`config.mk`:
```
export PLATFORM = sky130hd
export DESIGN_NAME = mem_access_unit
export DESIGN_NICKNAME = d
export VERILOG_FILES = /design/src/rtl/mem_access_unit.sv
export SDC_FILE = /design/constraint.sdc
export NUM_CORES = 1
export LEC_CHECK = 0
export ABC_AREA = 1
export CAP_MARGIN = 10
export CORE_MARGIN = 1
export CORE_UTILIZATION = 50
export CTS_CLUSTER_DIAMETER = 30
export CTS_CLUSTER_SIZE = 30
export DETAILED_ROUTE_END_ITERATION = 10
export GPL_TIMING_DRIVEN = 1
export PLACE_DENSITY = 0.82
export SLEW_MARGIN = 10
export SYNTH_ARGS = -nofsm -noshare
export SYNTH_HDL_FRONTEND = slang
export SYNTH_SLANG_ARGS = --single-unit
```
`constraint.sdc`:
```
create_clock -name clk -period 11.6 [get_ports clk]
set_clock_uncertainty 0.05 [all_clocks]
set_input_delay 2.32 -clock clk [delete_from_list [all_inputs] [get_ports clk]]
set_output_delay 2.32 -clock clk [all_outputs]
set_load 0.05 [all_outputs]
```
`src/rtl/mem_access_unit.sv`:
```
// mem_access_unit
//   CPU-side initiator for the word-addressed unified memory of the
//   multi-cycle MIPS. It takes byte/half/word load and store requests from the
//   datapath, drives whole-word memory cycles, and returns aligned,
//   sign- or zero-extended load data. Sub-word stores are performed as
//   read-modify-write because the memory only writes whole words.
//
//   State | meaning
//   ------+------------------------------------------------------------
//   IDLE  | ready for a request (req_ready=1)
//   RD    | mem_read held for READ_WAIT+1 cycles, word captured on last
//   WR    | mem_write for one cycle with the (merged) store word
//   DONE  | resp_valid pulse, resp_rdata/resp_err presented
//
// Ports
//   clk, rst                    clock, asynchronous active-high reset
//   req_valid/req_ready         request handshake (accept when both high)
//   req_write, req_size,        request: store flag, size (00 B, 01 H, 10 W),
//   req_unsigned, req_addr,     zero-extend flag, byte address, right-justified
//   req_wdata                   store data
//   resp_valid, resp_rdata,     one-cycle completion pulse with extended load
//   resp_err                    data and error flag
//   mem_read, mem_write,        memory control, word address and write data
//   mem_addr, mem_wdata
//   mem_rdata                   memory read data (combinational while mem_read)

module mem_access_unit #(
    parameter int MEM_WORDS = 4096,
    parameter int READ_WAIT = 0
) (
    input  logic        clk,
    input  logic        rst,
    input  logic        req_valid,
    output logic        req_ready,
    input  logic        req_write,
    input  logic [1:0]  req_size,
    input  logic        req_unsigned,
    input  logic [31:0] req_addr,
    input  logic [31:0] req_wdata,
    output logic        resp_valid,
    output logic [31:0] resp_rdata,
    output logic        resp_err,
    output logic        mem_read,
    output logic        mem_write,
    output logic [31:0] mem_addr,
    output logic [31:0] mem_wdata,
    input  logic [31:0] mem_rdata
);

    localparam logic [31:0] MEM_WORDS_W = 32'(MEM_WORDS);
    localparam logic [3:0]  WAIT_INIT   = 4'(READ_WAIT);

    typedef enum logic [1:0] {
        IDLE = 2'b00,
        RD   = 2'b01,
        WR   = 2'b10,
        DONE = 2'b11
    } state_t;

    state_t      state;
    logic [31:0] addr_q;
    logic [1:0]  size_q;
    logic [31:0] wdata_q;
    logic        write_q;
    logic        unsigned_q;
    logic [31:0] word_q;
    logic [3:0]  wait_cnt;
    logic        req_err;

    // Replace only the addressed lane of the old word; a word store replaces all.
    function automatic logic [31:0] merge_word(input logic [31:0] old_word,
                                               input logic [31:0] new_data,
                                               input logic [1:0]  size,
                                               input logic [1:0]  offs);
        logic [31:0] r;
        r = old_word;
        case (size)
            2'b00:   r[{offs, 3'b000} +: 8]        = new_data[7:0];
            2'b01:   r[{offs[1], 4'b0000} +: 16]   = new_data[15:0];
            default: r                             = new_data;
        endcase
        return r;
    endfunction

    function automatic logic [31:0] extend_load(input logic [31:0] word,
                                                input logic [1:0]  size,
                                                input logic [1:0]  offs,
                                                input logic        uns);
        logic [7:0]  b;
        logic [15:0] h;
        logic [31:0] r;
        b = word[{offs, 3'b000} +: 8];
        h = word[{offs[1], 4'b0000} +: 16];
        case (size)
            2'b00:   r = uns ? {24'h0, b} : {{24{b[7]}}, b};
            2'b01:   r = uns ? {16'h0, h} : {{16{h[15]}}, h};
            default: r = word;
        endcase
        return r;
    endfunction

    assign req_err = (req_size == 2'b11)
                   | ((req_size == 2'b01) & req_addr[0])
                   | ((req_size == 2'b10) & (req_addr[1:0] != 2'b00))
                   | ({2'b00, req_addr[31:2]} >= MEM_WORDS_W);

    // Address and write data come straight from held registers, so both keep
    // their value through IDLE and are 0 out of reset.
    assign mem_addr  = {addr_q[31:2], 2'b00};
    assign mem_wdata = merge_word(word_q, wdata_q, size_q, addr_q[1:0]);

    always_ff @(posedge clk or posedge rst) begin
        if (rst) begin
            state      <= IDLE;
            addr_q     <= '0;
            size_q     <= '0;
            wdata_q    <= '0;
            write_q    <= 1'b0;
            unsigned_q <= 1'b0;
            word_q     <= '0;
            wait_cnt   <= '0;
            req_ready  <= 1'b1;
            resp_valid <= 1'b0;
            resp_rdata <= '0;
            resp_err   <= 1'b0;
            mem_read   <= 1'b0;
            mem_write  <= 1'b0;
        end else begin
            case (state)
                IDLE: begin
                    if (req_valid) begin
                        addr_q     <= req_addr;
                        size_q     <= req_size;
                        wdata_q    <= req_wdata;
                        write_q    <= req_write;
                        unsigned_q <= req_unsigned;
                        req_ready  <= 1'b0;
                        if (req_err) begin
                            state      <= DONE;
                            resp_valid <= 1'b1;
                            resp_err   <= 1'b1;
                            resp_rdata <= '0;
                        end else if (req_write && (req_size == 2'b10)) begin
                            state     <= WR;
                            mem_write <= 1'b1;
                        end else begin
                            state    <= RD;
                            mem_read <= 1'b1;
                            wait_cnt <= WAIT_INIT;
                        end
                    end
                end
                RD: begin
                    if (wait_cnt == 4'd0) begin
                        word_q   <= mem_rdata;
                        mem_read <= 1'b0;
                        if (write_q) begin
                            state     <= WR;
                            mem_write <= 1'b1;
                        end else begin
                            state      <= DONE;
                            resp_valid <= 1'b1;
                            resp_err   <= 1'b0;
                            resp_rdata <= extend_load(mem_rdata, size_q, addr_q[1:0], unsigned_q);
                        end
                    end else begin
                        wait_cnt <= wait_cnt - 4'd1;
                    end
                end
                WR: begin
                    state      <= DONE;
                    mem_write  <= 1'b0;
                    resp_valid <= 1'b1;
                    resp_err   <= 1'b0;
                    resp_rdata <= '0;
                end
                DONE: begin
                    state      <= IDLE;
                    resp_valid <= 1'b0;
                    req_ready  <= 1'b1;
                end
                default: begin
                    state     <= IDLE;
                    req_ready <= 1'b1;
                    mem_read  <= 1'b0;
                    mem_write <= 1'b0;
                end
            endcase
        end
    end

endmodule

```
==> run metrics <==
status=finished with violations; failing checks=DRC; fin crit share=0.545; hold-fix buffers at CTS=0; die outline area=15800 um^2; synthesized instance count=928; hpwl dp=15600 um; RSZ-0062 raised after global routing=false; Mean Syn Cell Area=8.23 um^2; ant diodes=0; Die X=126 um; #FFs+latches synth=143; Vias per Instance=5.52; Rows=44; post-CTS setup buffer count=0; DIE HEIGHT=126 um; most frequent cells in the layout=249 x nand2_1, 201 x clkdlybuf4s50_1, 142 x dfrtp_1, 101 x o21ai_0, 94 x inv_1; IO Port Bufs=201; routed vias=7004; crit end category=output port; Worst EP required=9.23 ns; final slew viol count=0; Initial Utilization=0.519; CTS H-tree depth=4; CP Max Fanout=35; fin nets=1187; CP Data Arrival Time=3.95 ns; Synth area leaders=dfrtp_1 47%, nand2_1 12%, o21ai_0 6.6%; # Max-Cap Violations=0; most common cell after layout, fill and taps aside=nand2_1; minimum clock period=6.32 ns; final antenna-violating net count=0; Max clock buf depth=2; share of cells above drive strength 1=0.0839; crit start category=flop; worst hold path type=flop to flop; CTS tree=built; top cell type's share of synthesized area=0.465; gpl congestion=0.936; total global-route track usage=0.286; Finished Layout Cells=1269; CTS sink cnt=143; Top Ports=204; fmax=0.158 GHz; post-synthesis cell area=7630 um^2; total grt overflow=0; Synth area leader=dfrtp_1; placed cells=1237; crit path kind=flop to output port; wire length per cell=17.1 um; Worst-Skew Late Latency=0.42 ns; Yosys cell types=39; Rel. slew slack=0.279; number of global-route vias before repair=6856; Hold Vio Cnt, Final=0; area grow syn2layout=32.2%; Starting DRT DRC Count=751; DRC Markers=13; worst-margin pin slew=1.08 ns; clock slew seen by the registers of the worst setup and hold paths=0.06 ns; post-cts sizing count=0; Root Buffer=clkbuf_16; final setup TNS=0 ns; Ys Warns=0; total CTS buffers=17; register area share after synthesis=0.469; initial antenna violation count=0; routed wire length=21800 um; global-route wire length before repair=34900 um; largest net degree at the start of global routing=97; Core Area=14700 um^2; final setup fails=0; First-pass DRT Iterations=11
[cells in the mapped netlist (all sizes together)]
master,number
nand3,41
clkbuf,22
o2111ai,10
o211ai,7
mux2,39
o22ai,18
or2,2
xnor2,1
xor2,1
nor3,9
dfrtp,142
conb,1
inv,96
a41oi,1
nor3b,1
a21oi,27
ha,11
o21ai,114
nand4,3
buf,59
nand2,253
a22oi,2
dfstp,1
nor2,55
a221oi,4
o221ai,8
[flip-flops by register name, indices dropped and copies added (netlist names), 2 cells and up]
register / flops
resp_rdata: 32
size_q: 2
wait_cnt: 4
state: 2
addr_q: 32
word_q: 32
wdata_q: 32
[stage by stage]
step | hold slack, ns | area (um^2) | worst slack, ns | utilization
after global placement | 0.415 | 9430 | 6.02 | 0.642
after detailed placement | 0.411 | 9430 | 5.86 | 0.642
final | 0.430 | 10100 | 5.28 | 0.687
after floorplan | 0.403 | 7640 | 5.39 | -
after CTS | 0.435 | 10100 | 5.35 | 0.685
after global routing | 0.458 | 10100 | 5.08 | 0.687
[logic make-up after synthesis]
group / after synthesis / share of synthesized area
other: 1 / 0.000491
and+or+nand+nor: 364 / 0.196
buffers and inverters: 177 / 0.113
adders and majority gates: 11 / 0.0180
DFF: 143 / 0.469
xor gates and xnor gates: 2 / 0.00229
muxes: 39 / 0.0575
AOI/OAI and AO/OA: 191 / 0.143
[final cells by class]
cell class                 count  area, um^2
clock inverter                12         190
timing repair buffer         206        2060
inverter                      96         370
sequential                   143        3580
multi-input combinational    609        3210
clock buffer                  19         453
tap                          184         230
fill                        1159        4610
[metal layers]
layer / track usage / up-vias / part of all wire
met5: 0 / - / 0
met4: 0.131 / 0 / 0.038
met3: 0.0911 / 64 / 0.098
met2: 0.459 / 377 / 0.47
met1: 0.351 / 3273 / 0.39
li1: - / 3290 / -
[critical path, stage by stage (launching register included)]
cell	delay (ns)
dfrtp_1	1.00
nand2_1	0.71
o21ai_1	0.68
nand2_1	0.13
o21ai_0	0.15
clkdlybuf4s50_1	0.86
[worst paths after layout]
kind / from / endpoint / slack, ns / cells past startpoint
max: addr_q[1] / mem_wdata[4] / 5.28 / 5
min: resp_valid / resp_valid / 0.43 / 2
max reg2reg: state[1] / wait_cnt[3] / 8.85 / 9
min reg2reg: resp_valid / resp_valid / 0.43 / 2
max in group asynchronous: rst / resp_rdata[22] / 7.92 / 3
min in group asynchronous: rst / addr_q[25] / 2.39 / 2
Power is left out: the tool's default activity adds up to more than one toggle a clock period on the data nets, which glitch-free logic cannot reach.
